`config.mk`:
```
export PLATFORM = sky130hd
export DESIGN_NAME = sdram_port_arbiter
export DESIGN_NICKNAME = d
export VERILOG_FILES = /design/src/rtl/sdram_port_arbiter_pkg.sv /design/src/rtl/sdram_port_arbiter_rr_arbiter.sv /design/src/rtl/sdram_port_arbiter.sv
export SDC_FILE = /design/constraint.sdc
export NUM_CORES = 1
export LEC_CHECK = 0
export CAP_MARGIN = 20
export CORE_MARGIN = 3
export CORE_UTILIZATION = 35
export CTS_BUF_LIST = sky130_fd_sc_hd__clkbuf_8
export DETAILED_ROUTE_END_ITERATION = 8
export PLACE_DENSITY = 0.77
export SLEW_MARGIN = 25
export SYNTH_ARGS = -nofsm -noshare
export SYNTH_HDL_FRONTEND = slang
export SYNTH_SLANG_ARGS = --single-unit
```
`constraint.sdc`:
```
create_clock -name CLK -period 8.44 [get_ports CLK]
set_input_delay 1.688 -clock CLK [delete_from_list [all_inputs] [get_ports CLK]]
set_output_delay 1.688 -clock CLK [all_outputs]
set_load 0.005 [all_outputs]
```
`src/rtl/sdram_port_arbiter_pkg.sv`:
```
// Shared state encoding and default controller widths for the SDRAM port arbiter.
// Pure declarations; no latency or flow control of its own.
package sdram_pkg;

    localparam logic [1:0] ST_IDLE  = 2'd0;
    localparam logic [1:0] ST_ISSUE = 2'd1;
    localparam logic [1:0] ST_WAIT  = 2'd2;
    localparam logic [1:0] ST_DONE  = 2'd3;

    // Must track the memory_controller instance this arbiter fronts.
    localparam int SDRAM_BANK_ADRESS  = 2;
    localparam int SDRAM_ROW_ADRESS   = 13;
    localparam int SDRAM_COLUMN_WIDTH = 16;

endpackage

```
`src/rtl/sdram_port_arbiter_rr_arbiter.sv`:
```
// Combinational round-robin pick starting after ptr; zero latency, no backpressure.
// SDRAM_ARB_PRIO0_EN makes requester 0 fixed highest priority without moving the pointer.
module rr_arbiter #(
    parameter int NUM_REQ = 4,
    parameter int PW      = (NUM_REQ > 1) ? $clog2(NUM_REQ) : 1
) (
    input  logic [NUM_REQ-1:0] req,
    input  logic [PW-1:0]      ptr,
    output logic [NUM_REQ-1:0] gnt,
    output logic [PW-1:0]      idx,
    output logic               vld,
    output logic               ptr_upd
);

    logic [PW-1:0] cand;

    always_comb begin
        gnt     = '0;
        idx     = '0;
        vld     = 1'b0;
        ptr_upd = 1'b0;
        cand    = '0;
        for (int k = 1; k <= NUM_REQ; k++) begin
            cand = PW'((int'(ptr) + k) % NUM_REQ);
            if (!vld && req[cand]) begin
                vld       = 1'b1;
                idx       = cand;
                gnt[cand] = 1'b1;
            end
        end
        ptr_upd = vld;
`ifdef SDRAM_ARB_PRIO0_EN
        // Requester 0 overrides; the others keep their rotation untouched.
        if (req[0]) begin
            gnt     = '0;
            gnt[0]  = 1'b1;
            idx     = '0;
            ptr_upd = 1'b0;
        end
`endif
    end

endmodule

```
`src/rtl/sdram_port_arbiter.sv`:
```
// Shares one SDRAM controller among NUM_REQ requesters, one transaction at a time (optional SDRAM_ARB_PRIO0_EN).
// Grant to ACK is DONE_EDGES MC_RDY rises plus 2 cycles; requesters hold REQ until ACK, hung ops abort after TIMEOUT.
module sdram_port_arbiter
    import sdram_pkg::*;
#(
    parameter int NUM_REQ      = 4,
    parameter int BANK_ADRESS  = SDRAM_BANK_ADRESS,
    parameter int ROW_ADRESS   = SDRAM_ROW_ADRESS,
    parameter int COLUMN_WIDTH = SDRAM_COLUMN_WIDTH,
    parameter int DONE_EDGES   = 2,
    parameter int TIMEOUT      = 1024
) (
    input  logic                             CLK,
    input  logic                             NRST,
    input  logic [NUM_REQ-1:0]               REQ,
    input  logic [NUM_REQ-1:0]               REQ_WE,
    input  logic [NUM_REQ*ROW_ADRESS-1:0]    REQ_ADR,
    input  logic [NUM_REQ*BANK_ADRESS-1:0]   REQ_BDR,
    input  logic [NUM_REQ*COLUMN_WIDTH-1:0]  REQ_DIN,
    output logic [NUM_REQ-1:0]               GNT,
    output logic [NUM_REQ-1:0]               ACK,
    output logic                             ERR,
    output logic [COLUMN_WIDTH-1:0]          RDATA,
    output logic [ROW_ADRESS-1:0]            MC_ADR,
    output logic [BANK_ADRESS-1:0]           MC_BDR,
    output logic [COLUMN_WIDTH-1:0]          MC_DIN,
    output logic                             MC_RE,
    output logic                             MC_WE,
    input  logic                             MC_RDY,
    input  logic [COLUMN_WIDTH-1:0]          MC_DOUT
);

    localparam int PW = (NUM_REQ > 1) ? $clog2(NUM_REQ) : 1;
    localparam int EW = $clog2(DONE_EDGES + 1);
    localparam int TW = $clog2(TIMEOUT + 1);

    logic [ROW_ADRESS-1:0]   adr_arr [NUM_REQ];
    logic [BANK_ADRESS-1:0]  bdr_arr [NUM_REQ];
    logic [COLUMN_WIDTH-1:0] din_arr [NUM_REQ];

    for (genvar i = 0; i < NUM_REQ; i++) begin : g_unpack
        assign adr_arr[i] = REQ_ADR[i*ROW_ADRESS   +: ROW_ADRESS];
        assign bdr_arr[i] = REQ_BDR[i*BANK_ADRESS  +: BANK_ADRESS];
        assign din_arr[i] = REQ_DIN[i*COLUMN_WIDTH +: COLUMN_WIDTH];
    end

    logic [1:0]              state_q,    state_d;
    logic [NUM_REQ-1:0]      gnt_q,      gnt_d;
    logic [NUM_REQ-1:0]      ack_q,      ack_d;
    logic                    err_q,      err_d;
    logic                    mc_re_q,    mc_re_d;
    logic                    mc_we_q,    mc_we_d;
    logic [ROW_ADRESS-1:0]   mc_adr_q,   mc_adr_d;
    logic [BANK_ADRESS-1:0]  mc_bdr_q,   mc_bdr_d;
    logic [COLUMN_WIDTH-1:0] mc_din_q,   mc_din_d;
    logic [COLUMN_WIDTH-1:0] rdata_q,    rdata_d;
    logic [PW-1:0]           ptr_q,      ptr_d;
    logic [EW-1:0]           edge_cnt_q, edge_cnt_d;
    logic [TW-1:0]           to_cnt_q,   to_cnt_d;
    logic                    rdy_prev_q, rdy_prev_d;

    logic [NUM_REQ-1:0] arb_gnt;
    logic [PW-1:0]      arb_idx;
    logic               arb_vld;
    logic               arb_ptr_upd;

    rr_arbiter #(
        .NUM_REQ (NUM_REQ),
        .PW      (PW)
    ) u_rr_arbiter (
        .req     (REQ),
        .ptr     (ptr_q),
        .gnt     (arb_gnt),
        .idx     (arb_idx),
        .vld     (arb_vld),
        .ptr_upd (arb_ptr_upd)
    );

    logic          rdy_rise;
    logic [TW-1:0] to_inc;
    logic [EW-1:0] edge_inc;
    logic          to_hit;
    logic          fin_ok;
    logic          fin_to;

    always_comb begin
        rdy_rise = MC_RDY & ~rdy_prev_q;
        to_inc   = (to_cnt_q == TW'(TIMEOUT)) ? to_cnt_q : to_cnt_q + TW'(1);
        to_hit   = (to_inc == TW'(TIMEOUT));
        edge_inc = edge_cnt_q + EW'(1);

        state_d    = state_q;
        gnt_d      = gnt_q;
        ack_d      = '0;
        err_d      = 1'b0;
        mc_re_d    = mc_re_q;
        mc_we_d    = mc_we_q;
        mc_adr_d   = mc_adr_q;
        mc_bdr_d   = mc_bdr_q;
        mc_din_d   = mc_din_q;
        rdata_d    = rdata_q;
        ptr_d      = ptr_q;
        edge_cnt_d = edge_cnt_q;
        to_cnt_d   = to_cnt_q;
        rdy_prev_d = MC_RDY;
        fin_ok     = 1'b0;
        fin_to     = 1'b0;

        case (state_q)
            ST_IDLE: begin
                edge_cnt_d = '0;
                to_cnt_d   = '0;
                // MC_RDY low means the controller is still in init or refresh.
                if (arb_vld && MC_RDY) begin
                    gnt_d    = arb_gnt;
                    mc_we_d  = REQ_WE[arb_idx];
                    mc_re_d  = ~REQ_WE[arb_idx];
                    mc_adr_d = adr_arr[arb_idx];
                    mc_bdr_d = bdr_arr[arb_idx];
                    mc_din_d = din_arr[arb_idx];
                    if (arb_ptr_upd) begin
                        ptr_d = arb_idx;
                    end
                    state_d = ST_ISSUE;
                end
            end
            ST_ISSUE: begin
                edge_cnt_d = '0;
                to_cnt_d   = to_inc;
                if (to_hit) begin
                    fin_to = 1'b1;
                end else begin
                    state_d = ST_WAIT;
                end
            end
            ST_WAIT: begin
                to_cnt_d = to_inc;
                if (rdy_rise) begin
                    edge_cnt_d = edge_inc;
                end
                if (rdy_rise && (edge_inc == EW'(DONE_EDGES))) begin
                    fin_ok = 1'b1;
                end else if (to_hit) begin
                    fin_to = 1'b1;
                end
            end
            default: begin
                state_d = ST_IDLE;
            end
        endcase

        if (fin_ok || fin_to) begin
            state_d = ST_DONE;
            ack_d   = gnt_q;
            err_d   = fin_to;
            gnt_d   = '0;
            mc_re_d = 1'b0;
            mc_we_d = 1'b0;
            if (fin_ok && !mc_we_q) begin
                rdata_d = MC_DOUT;
            end
        end
    end

    always_ff @(posedge CLK or negedge NRST) begin
        if (!NRST) begin
            state_q    <= ST_IDLE;
            gnt_q      <= '0;
            ack_q      <= '0;
            err_q      <= 1'b0;
            mc_re_q    <= 1'b0;
            mc_we_q    <= 1'b0;
            mc_adr_q   <= '0;
            mc_bdr_q   <= '0;
            mc_din_q   <= '0;
            rdata_q    <= '0;
            ptr_q      <= PW'(NUM_REQ - 1);
            edge_cnt_q <= '0;
            to_cnt_q   <= '0;
            rdy_prev_q <= 1'b0;
        end else begin
            state_q    <= state_d;
            gnt_q      <= gnt_d;
            ack_q      <= ack_d;
            err_q      <= err_d;
            mc_re_q    <= mc_re_d;
            mc_we_q    <= mc_we_d;
            mc_adr_q   <= mc_adr_d;
            mc_bdr_q   <= mc_bdr_d;
            mc_din_q   <= mc_din_d;
            rdata_q    <= rdata_d;
            ptr_q      <= ptr_d;
            edge_cnt_q <= edge_cnt_d;
            to_cnt_q   <= to_cnt_d;
            rdy_prev_q <= rdy_prev_d;
        end
    end

    assign GNT    = gnt_q;
    assign ACK    = ack_q;
    assign ERR    = err_q;
    assign RDATA  = rdata_q;
    assign MC_ADR = mc_adr_q;
    assign MC_BDR = mc_bdr_q;
    assign MC_DIN = mc_din_q;
    assign MC_RE  = mc_re_q;
    assign MC_WE  = mc_we_q;

endmodule

```
==> results of run 1 <==
layout make-up:
class / count / area (sq um)
flip-flops and latches: 76 / 1900
clock inverters: 6 / 63.8
clock buffers: 10 / 138
fillers: 1164 / 6150
well taps: 176 / 220
multi-input cells: 323 / 2700
inverters: 13 / 48.8
repair buffers: 211 / 2130
synthesized netlist by cell type (4+ instances only):
library cell and count:
mux2i_1 65, buf_2 17, o31ai_1 7, nand2_1 53
nor2b_1 11, ha_1 14, a21oi_1 5, clkbuf_1 10
dfrtp_1 74, o211ai_1 5, o21a_1 4, o221ai_2 29
buf_6 5, inv_1 13, a31oi_1 5, o211a_1 4
a21o_1 5, nand2b_1 6, nand3_1 7, o21ai_0 14
a22oi_1 8, mux2_2 16, nor2_1 8
through the flow:
step	setup WS (ns)	utilization [%]	hold slack [ns]
after global placement	3.88	52.2	0.469
after floorplan	5.00	-	0.473
after detailed placement	3.72	52.2	0.474
after CTS	4.12	53.7	0.500
final	4.04	53.9	0.498
after global routing	3.89	53.9	0.524
worst min-delay path by stage:
stage,startpoint,to,slack [ns],cells after the start
global route,MC_DIN[7]$_DFFE_PN0P_,MC_DIN[7]$_DFFE_PN0P_,0.52,2
finish,MC_ADR[10]$_DFFE_PN0P_,MC_ADR[10]$_DFFE_PN0P_,0.50,2
CTS,MC_ADR[9]$_DFFE_PN0P_,MC_ADR[9]$_DFFE_PN0P_,0.50,2
floorplan,edge_cnt_q[1]$_DFFE_PN0P_,edge_cnt_q[1]$_DFFE_PN0P_,0.47,2
detailed placement,MC_ADR[9]$_DFFE_PN0P_,MC_ADR[9]$_DFFE_PN0P_,0.47,2
global placement,MC_BDR[1]$_DFFE_PN0P_,MC_BDR[1]$_DFFE_PN0P_,0.47,2
power by group through the flow:
stage               Sequential, mW  Combinational [mW]  Clock, mW
CTS                          0.608                1.28      0.295
detailed placement           0.614                1.28          0
floorplan                    0.590               0.833          0
finish                       0.607                1.28      0.284
global placement             0.607                1.23          0
global route                 0.628                1.39      0.310
routing by layer:
metal	vias to the layer above	GRT usage [%]	wire [um]
met2	149	34.4	7920
met3	8	5.35	1190
li1	2047	-	-
met1	2102	21.3	5850
met4	0	4.15	111
met5	-	0	0
cell families (layout without fill, tap and decap cells):
group,after synthesis,count (layout),synth area share [%]
compound gates,108,108,21.0
xor+xnor,2,2,0.364
fa+ha+maj,14,14,3.64
buf+inv,45,240,4.73
flops,76,76,39.5
mux,84,84,18.7
simple gates,115,115,12.0
registers in the layout, indices dropped and copies added (netlist names):
signal,count
MC_DIN,16
ptr_q,2
to_cnt_q,11
RDATA,16
MC_ADR,13
MC_WE,1
GNT,4
edge_cnt_q,2
ACK,4
state_q,2
MC_BDR,2
rdy_prev_q,1
ERR,1
MC_RE,1
worst max-delay path, stage by stage:
cell             delay (ns)
clkdlybuf4s50_1        0.56
mux4_2                 0.60
nor2b_1                0.53
o31ai_1                0.17
nand2_2                0.77
o221ai_1               0.24
==> results.json, run 1 <==
{
  "syn_avg_cell_area_sq_um": 10.8,
  "portBuffers": 208,
  "reg2reg_from": "ptr_q[0]$_DFFE_PN1P_",
  "rsz0062_at_grt": "false",
  "fin_setup_tns_ns": 0,
  "required_ns": 8.62,
  "p_switching_mw": 0.856,
  "period_needed_ns": 4.40,
  "netlist_instances": 444,
  "powerDensity_nw_per_um2": 302,
  "worst_pin_slew_ns": 1.02,
  "drtAntennaViolNets": 0,
  "nets": 799,
  "min_path_type": "reg2reg",
  "wl_mm": 15.1,
  "rr_endpoint": "MC_BDR[1]$_DFFE_PN0P_",
  "start_util_pct": 36.1,
  "antennaDiodeCount": 0,
  "design_area_sq_um": 7200,
  "insertion_delay_ns": 0.35,
  "criticalPathCategory": "in2reg",
  "ctsResizeCount": 0,
  "synth_ff_type": "dfrtp_1",
  "endpoint_kind": "flip-flop",
  "cts_buffer_depth": 2,
  "firstDrtPassIters": 4,
  "row_count": 42,
  "synth_area_sq_um": 4820,
  "grt_use_total_pct": 18.7,
  "hold_violations": 0,
  "fmax_mhz": 227,
  "combPwrFrac_pct": 59.0,
  "setup_viol": 0,
  "grt_pass1_vias": 4354,
  "synth-edff-count": 0,
  "peakVddDrop_v": 0.000134,
  "stdcell_count": 815,
  "dp.cells": 798,
  "worstSetupStartpointType": "primary input",
  "ys_ff_latch": 76,
  "p_leak_nw": 3.03,
  "synth_top_area_share_pct": 38.5,
  "relSlewSlack_pct": 32.0,
  "num_io_pins": 209,
  "clock-sinks": 76,
  "grt_antenna_before_repair": 0,
  "postCtsHoldBufs": 0,
  "root_buffer": "clkbuf_8",
  "hpwl_mm": 11.4,
  "final_common_cell": "clkdlybuf4s50_1",
  "placedInstanceArea_sq_um": 6960,
  "overflow": 0,
  "postSynth.asyncResetShare_pct": 100,
  "viasPerCell": 5.28,
  "yosysUniqueCellTypes": 57,
  "period_share_pct": 52.1,
  "first_iter_violations": 299,
  "drive_gt1_share_pct": 12.4,
  "reg2regPathDepth": 8,
  "cts_setup_buffers": 0,
  "layout_common_cells": "clkdlybuf4s50_1 (207), dfrtp_1 (74), mux2i_1 (65)",
  "routedWlPerCell_um": 18.5,
  "cp_data_arrival_time_ns": 4.58,
  "grt_start_max_net_pins": 77,
  "drv_cap": 0,
  "syn_to_final_growth_pct": 49.5,
  "power_report.internal_total_mw": 1.32,
  "power_mw": 2.17,
  "slew_violations": 0,
  "die_width_um": 123,
  "cp-startpoint": "REQ[1]",
  "yosys_warnings": 0,
  "die_y_um": 123,
  "yosys-top-cells-area": "dfrtp_1 (38%), mux2i_1 (14%), o221ai_2 (9.0%)",
  "vias": 4306,
  "synth_nets": 609,
  "tritoncts": "built",
  "gp_congestion": 0.817,
  "ff2ff_setup_slack_ns": 4.88,
  "cts_htree_levels": 3,
  "post-route-drc-count": 0,
  "p_seq_share_pct": 27.9,
  "switching_share_pct": 39.4,
  "skew_ns": 0.0131,
  "clk_pin_slew_ns": 0.08,
  "die_area_sq_um": 15200,
  "outcome": "completed",
  "core_region_area_sq_um": 13300,
  "yosysTopAreaCell": "dfrtp_1",
  "cts_inserted_buffers": 9,
  "synth_seq_area_share_pct": 39.5,
  "grt_pass1_wl_mm": 22.3,
  "path_max_fanout": 31,
  "power_frac_clock_pct": 13.1,
  "crit_path_end": "MC_BDR[1]$_DFFE_PN0P_"
}
Power figures use the tool's default switching activity.
==> inputs of run 2 (changes only) <==
--- a/config.mk
+++ b/config.mk
@@ -10,7 +10,7 @@
 export CORE_UTILIZATION = 35
 export CTS_BUF_LIST = sky130_fd_sc_hd__clkbuf_8
 export DETAILED_ROUTE_END_ITERATION = 8
-export PLACE_DENSITY = 0.77
+export PLACE_DENSITY = 0.8
 export SLEW_MARGIN = 25
 export SYNTH_ARGS = -nofsm -noshare
 export SYNTH_HDL_FRONTEND = slang
==> constraint.sdc (replaced) <==
create_clock -name CLK -period 3.8 [get_ports CLK]
set_input_delay 0.76 -clock CLK [delete_from_list [all_inputs] [get_ports CLK]]
set_output_delay 0.76 -clock CLK [all_outputs]
set_load 0.005 [all_outputs]
==> run 2 against run 1 <==
Routed wire length is 5.4% lower. Largest cell class unchanged. Combinational power rose by 120%. Clock skew is 0.0037 ns lower. Highest routed layer unchanged. Worst setup slack got worse by 3.8 ns. Critical path type is now reg2reg.
==> results.json, run 2 (synthesis results as in run 1) <==
{
  "fin_setup_tns_ns": 0,
  "drive_gt1_share_pct": 12.5,
  "endpoint_kind": "flip-flop",
  "insertion_delay_ns": 0.36,
  "die_area_sq_um": 15200,
  "grt_use_total_pct": 18.3,
  "syn_to_final_growth_pct": 49.7,
  "layout_common_cells": "clkdlybuf4s50_1 (207), dfrtp_1 (74), mux2i_1 (65)",
  "worstSetupStartpointType": "flip-flop",
  "min_path_type": "in2async",
  "drtAntennaViolNets": 0,
  "wl_mm": 14.2,
  "cp-startpoint": "ptr_q[0]$_DFFE_PN1P_",
  "outcome": "completed",
  "cts_inserted_buffers": 9,
  "grt_pass1_vias": 4464,
  "cts_htree_levels": 3,
  "path_max_fanout": 32,
  "antennaDiodeCount": 0,
  "grt_antenna_before_repair": 0,
  "overflow": 0,
  "vias": 4325,
  "die_width_um": 123,
  "hpwl_mm": 10.8,
  "post-place-ws_ns": 0.207,
  "setup_slack_ns": 0.271,
  "final_common_cell": "clkdlybuf4s50_1",
  "gp_congestion": 0.887,
  "viasPerCell": 5.29,
  "portBuffers": 208,
  "grt-busiest-layer": "met2",
  "crit_path_end": "MC_DIN[15]$_DFFE_PN0P_",
  "met3_usage_pct": 4.57,
  "firstDrtPassIters": 4,
  "reg2regPathDepth": 8,
  "use_met1_pct": 21.1,
  "powerDensity_nw_per_um2": 664,
  "cts_buffer_depth": 2,
  "relSlewSlack_pct": 35.3,
  "required_ns": 3.98,
  "placedInstanceArea_sq_um": 7020,
  "clock-sinks": 76,
  "criticalPathCategory": "reg2reg",
  "fill_cells": 1168,
  "die_y_um": 123,
  "grt_start_max_net_pins": 77,
  "cts_setup_buffers": 0,
  "dp.cells": 803,
  "multi_input_area_sq_um": 2690,
  "seqCellArea_sq_um": 1900,
  "ff2ff_setup_slack_ns": 0.27,
  "root_buffer": "clkbuf_8",
  "worst_pin_slew_ns": 0.971,
  "nets": 803,
  "period_share_pct": 92.9,
  "cp_data_arrival_time_ns": 3.71,
  "drv_cap": 0,
  "postCtsHoldBufs": 0,
  "rsz0062_at_grt": "false",
  "reg2reg_from": "ptr_q[0]$_DFFE_PN1P_",
  "post-route-drc-count": 0,
  "ctsResizeCount": 0,
  "final_util_pct": 54.0,
  "peakVddDrop_v": 0.000431,
  "routedWlPerCell_um": 17.4,
  "rr_endpoint": "MC_DIN[15]$_DFFE_PN0P_",
  "hold_violations": 0,
  "grt_pass1_wl_mm": 22.0,
  "clk_pin_slew_ns": 0.08,
  "first_iter_violations": 254,
  "core_region_area_sq_um": 13300,
  "slew_violations": 0,
  "start_util_pct": 36.1,
  "fmax_mhz": 283,
  "period_needed_ns": 3.53,
  "design_area_sq_um": 7210,
  "tritoncts": "built",
  "skew_ns": 0.00937,
  "setup_viol": 0,
  "p_leak_nw": 3.05,
  "stdcell_count": 818,
  "num_io_pins": 209,
  "row_count": 42,
  "gr-usage-met2_pct": 33.5
}
[run 2: cell count changes in the layout (fill, tap and decap cells not counted)]
| cell | before | now |
|---|---|---|
| a31oi_1 | 4 | 5 |
| a31oi_2 | 1 | 0 |
| buf_12 | 0 | 2 |
| inv_6 | 1 | 0 |
| buf_4 | 2 | 5 |
| inv_1 | 14 | 15 |
| clkbuf_8 | 10 | 9 |
| buf_16 | 1 | 0 |
[run 2: cell type report]
cell class / instances / area share [%]
multi-input cells: 323 / 37.4
repair buffers: 215 / 30.0
flip-flops and latches: 76 / 26.4
well taps: 176 / 3.05
clock buffers: 9 / 1.72
clock inverters: 6 / 0.816
inverters: 13 / 0.677
[run 2: where the power goes]
group          switching, mW  internal [mW]  leakage (nW)  total, mW
clock network          0.297          0.295        0.0977      0.592
logic                   1.36           1.51          1.97       2.86
registers              0.222           1.11         0.976       1.34
[run 2: worst min path at each step]
stage,slack [ns],end,start
after global routing,0.46,RDATA[6]$_DFFE_PN0P_,NRST
after CTS,0.49,MC_DIN[15]$_DFFE_PN0P_,MC_DIN[15]$_DFFE_PN0P_
after detailed placement,0.47,MC_DIN[15]$_DFFE_PN0P_,MC_DIN[15]$_DFFE_PN0P_
final,0.42,to_cnt_q[3]$_DFFE_PN0P_,NRST
after floorplan,0.46,ACK[0]$_DFF_PN0_,NRST
after global placement,0.47,MC_DIN[15]$_DFFE_PN0P_,MC_DIN[15]$_DFFE_PN0P_
[run 2: critical path, cell delays in order (launching register included)]
cell and delay (ns):
dfstp_2 0.77, inv_1 0.25, ha_1 0.41, mux4_2 0.43, nand2b_1 0.23, nand4_1 0.12, o31ai_1 0.12, or2_2 0.81
o221ai_1 0.20
[run 2: routing by layer]
metal,part of all wire (%),wire length [um]
met3,8.4,1200
met2,50,7170
met1,40,5700
met5,0,0
met4,1.3,181
[run 2: per-stage QoR]
step / hold slack, ns / power, mW
2_1_floorplan: 0.464 / 3.16
3_5_place_dp: 0.474 / 4.24
3_3_place_gp: 0.470 / 4.12
4_1_cts: 0.489 / 4.85
6_report: 0.425 / 4.79
5_1_grt: 0.459 / 5.15
==> RTL change (settings of run 2) <==
The option `SDRAM_ARB_PRIO0_EN` is turned on by a define.
--- a/src/rtl/sdram_port_arbiter_rr_arbiter.sv
+++ b/src/rtl/sdram_port_arbiter_rr_arbiter.sv
@@ -1,5 +1,7 @@
 // Combinational round-robin pick starting after ptr; zero latency, no backpressure.
 // SDRAM_ARB_PRIO0_EN makes requester 0 fixed highest priority without moving the pointer.
+`define SDRAM_ARB_PRIO0_EN
+
 module rr_arbiter #(
     parameter int NUM_REQ = 4,
     parameter int PW      = (NUM_REQ > 1) ? $clog2(NUM_REQ) : 1
Function: changed (a bounded check fails within 10 cycles, from zero or initial values and one cycle with NRST low).
==> RTL change against run 2 <==
- sequential cell count is the same
- synthesized area up 2.4%
- via count grew 6.2%
- total power decreased by 7.0%
- count of clock-buffer cells in the layout did not move
- setup slack better by 0.17 ns
- clock skew rose by 0.0013 ns
- wire length grew 7.3%
- maximum frequency grew 4.9%
- first-iteration DRC count grew 7.9%
- cell area up 0.59%
- die area rose by 2.3%
- sequential share of layout area decreased by 0.15 points
- final cell count grew 6.0%
==> RTL change: results (changes against run 2) <==
[grt]
use_met3 = 0.03130  ; was 0.04575
globalRouteMet1Util = 0.2419  ; was 0.2110
grt_start_max_net_pins = 77  ; unchanged
first_global_vias = 4661  ; was 4464
grt_pass1_wl_um = 24340  ; was 22040 um
gr-total-overflow = 0  ; unchanged
gr-usage-met2 = 0.3212  ; was 0.3350
antenna_found_initial = 0  ; unchanged
track_usage = 0.1907  ; was 0.1833

[yosys]
synthAdderAreaFrac = 0.03299  ; was 0.03637
synth_xor_area_frac = 0.007107  ; was 0.003637
synthCells = 491  ; was 444
synth_compound_area_frac = 0.1718  ; was 0.2104
synth_seq_area_share = 0.3863  ; was 0.3954
ys_async_sr_fraction = 1.000  ; unchanged
ys_types = 63  ; was 57
syn-num-nets = 655  ; was 609
yosys-top-cells-count = 74 x dfrtp_1, 68 x mux2i_1, 56 x nand2_1  ; was 74 x dfrtp_1, 65 x mux2i_1, 53 x nand2_1
ys_warn_count = 0  ; unchanged
muxShareOfSynthArea = 0.1820  ; was 0.1865
synthTopCellsByArea = dfrtp_1 38%, mux2i_1 14%, o221ai_1 5.5%  ; was dfrtp_1 38%, mux2i_1 14%, o221ai_2 9.0%

[drt]
drt_wl_total_um = 15290  ; was 14250 um
routed_via_density = 5.295  ; was 5.287
drt_iter0_drc = 274  ; was 254
dr.pass1.iters = 4  ; unchanged
dr.max_layer_used = met4  ; unchanged
dr_wl_met3_um = 749  ; was 1195 um
met1_length_um = 6447  ; was 5700 um
dr_wl_met2_um = 7682  ; was 7169 um

[sta]
fin_skew_ns = 0.01068  ; was 0.009369 ns
holdWs_ns = 0.3946  ; was 0.4249 ns
worst_pin_slew_ns = 0.7334  ; was 0.9706 ns

[placement]
port_buffers = 208  ; unchanged
place.gp.congestion = 0.9084  ; was 0.8870
numPlacedInstances = 851  ; was 803
dp_hpwl_um = 11490  ; was 10820 um

[layout]
fill_cells = 1146  ; was 1168
diodes = 0  ; unchanged
layout-drive-gt1-share = 0.08538  ; was 0.1246
layout.cells.non_filler = 867  ; was 818

[power]
vdd_drop_max_uv = 332.4  ; was 431.1 uV
power_leakage_nw = 2.976  ; was 3.046 nW

[min_path]
hold_path.class = in2async  ; unchanged

[clock_tree]
cts_max_path_buffers = 2  ; unchanged
cts_root_buf = clkbuf_8  ; unchanged
numCtsBuffers = 9  ; unchanged
clk_latency_ns = 0.36  ; about the same
htree_levels = 3  ; unchanged
clk_pin_slew_ns = 0.09
cts_setup_buffers = 0  ; unchanged
cts_resized = 0  ; unchanged

[status]
status = complete, no violations  ; unchanged

[setup_path]
startpoint = ptr_q[1]  ; was ptr_q[0]
arrival_ns = 3.59  ; was 3.71 ns
rrSetupSlack_ns = 0.44  ; was 0.27 ns
cp_max_fo = 64  ; was 32

[RTL change: cell types whose count changed after synthesis, sizes merged, moves of 5 or more]
cell	run 2	this run
nor2b	11	2
clkbuf	10	22
and2	2	12
nand4	2	7
buf	22	12
o21ai	16	25
nor2	8	26
a21oi	5	10
inv	13	19
[RTL change: worst paths after layout]
check | to | depth (start not counted)
max in group asynchronous | MC_ADR[5] | 1
worst min register to register | MC_ADR[2] | 2
worst max-delay path | MC_DIN[14] | 9
min in group CLK | MC_ADR[2] | 2
worst max register to register | MC_DIN[14] | 9
worst min-delay path | edge_cnt_q[1] | 1
[RTL change: area by class of cell]
class	instances	share of cell area
clock buffers	9	0.01708
repair buffers	218	0.2993
inverters	19	0.009833
well taps	176	0.03036
flip-flops and latches	76	0.2625
clock inverters	7	0.008280
multi-input cells	362	0.3726
[RTL change: report_power, final]
part / total, W / switching (W) / internal, W
Clock: 0.000585 / 0.000338 / 0.000247
Combinational: 0.00247 / 0.00114 / 0.00133
Sequential: 0.00140 / 0.000269 / 0.00113
Total: 0.00445 / 0.00175 / 0.00270
[RTL change: worst max-delay path, cell delays in order (launching register included)]
cell and delay [ns]:
dfstp_2 0.69, inv_1 0.23, ha_1 0.45, inv_1 0.14, a221oi_1 0.46, a31oi_4 0.18
a21oi_4 0.20, buf_12 0.36, mux2i_1 0.30, o221ai_1 0.15
[RTL change: per-stage QoR]
| step | instance area, um2 | setup WS (ns) |
|---|---|---|
| floorplan | 4930 | 1.020 |
| global placement | 7066 | 0.4542 |
| detailed placement | 7066 | 0.3562 |
| CTS | 7249 | 0.4755 |
| global route | 7253 | 0.2678 |
| finish | 7253 | 0.4368 |
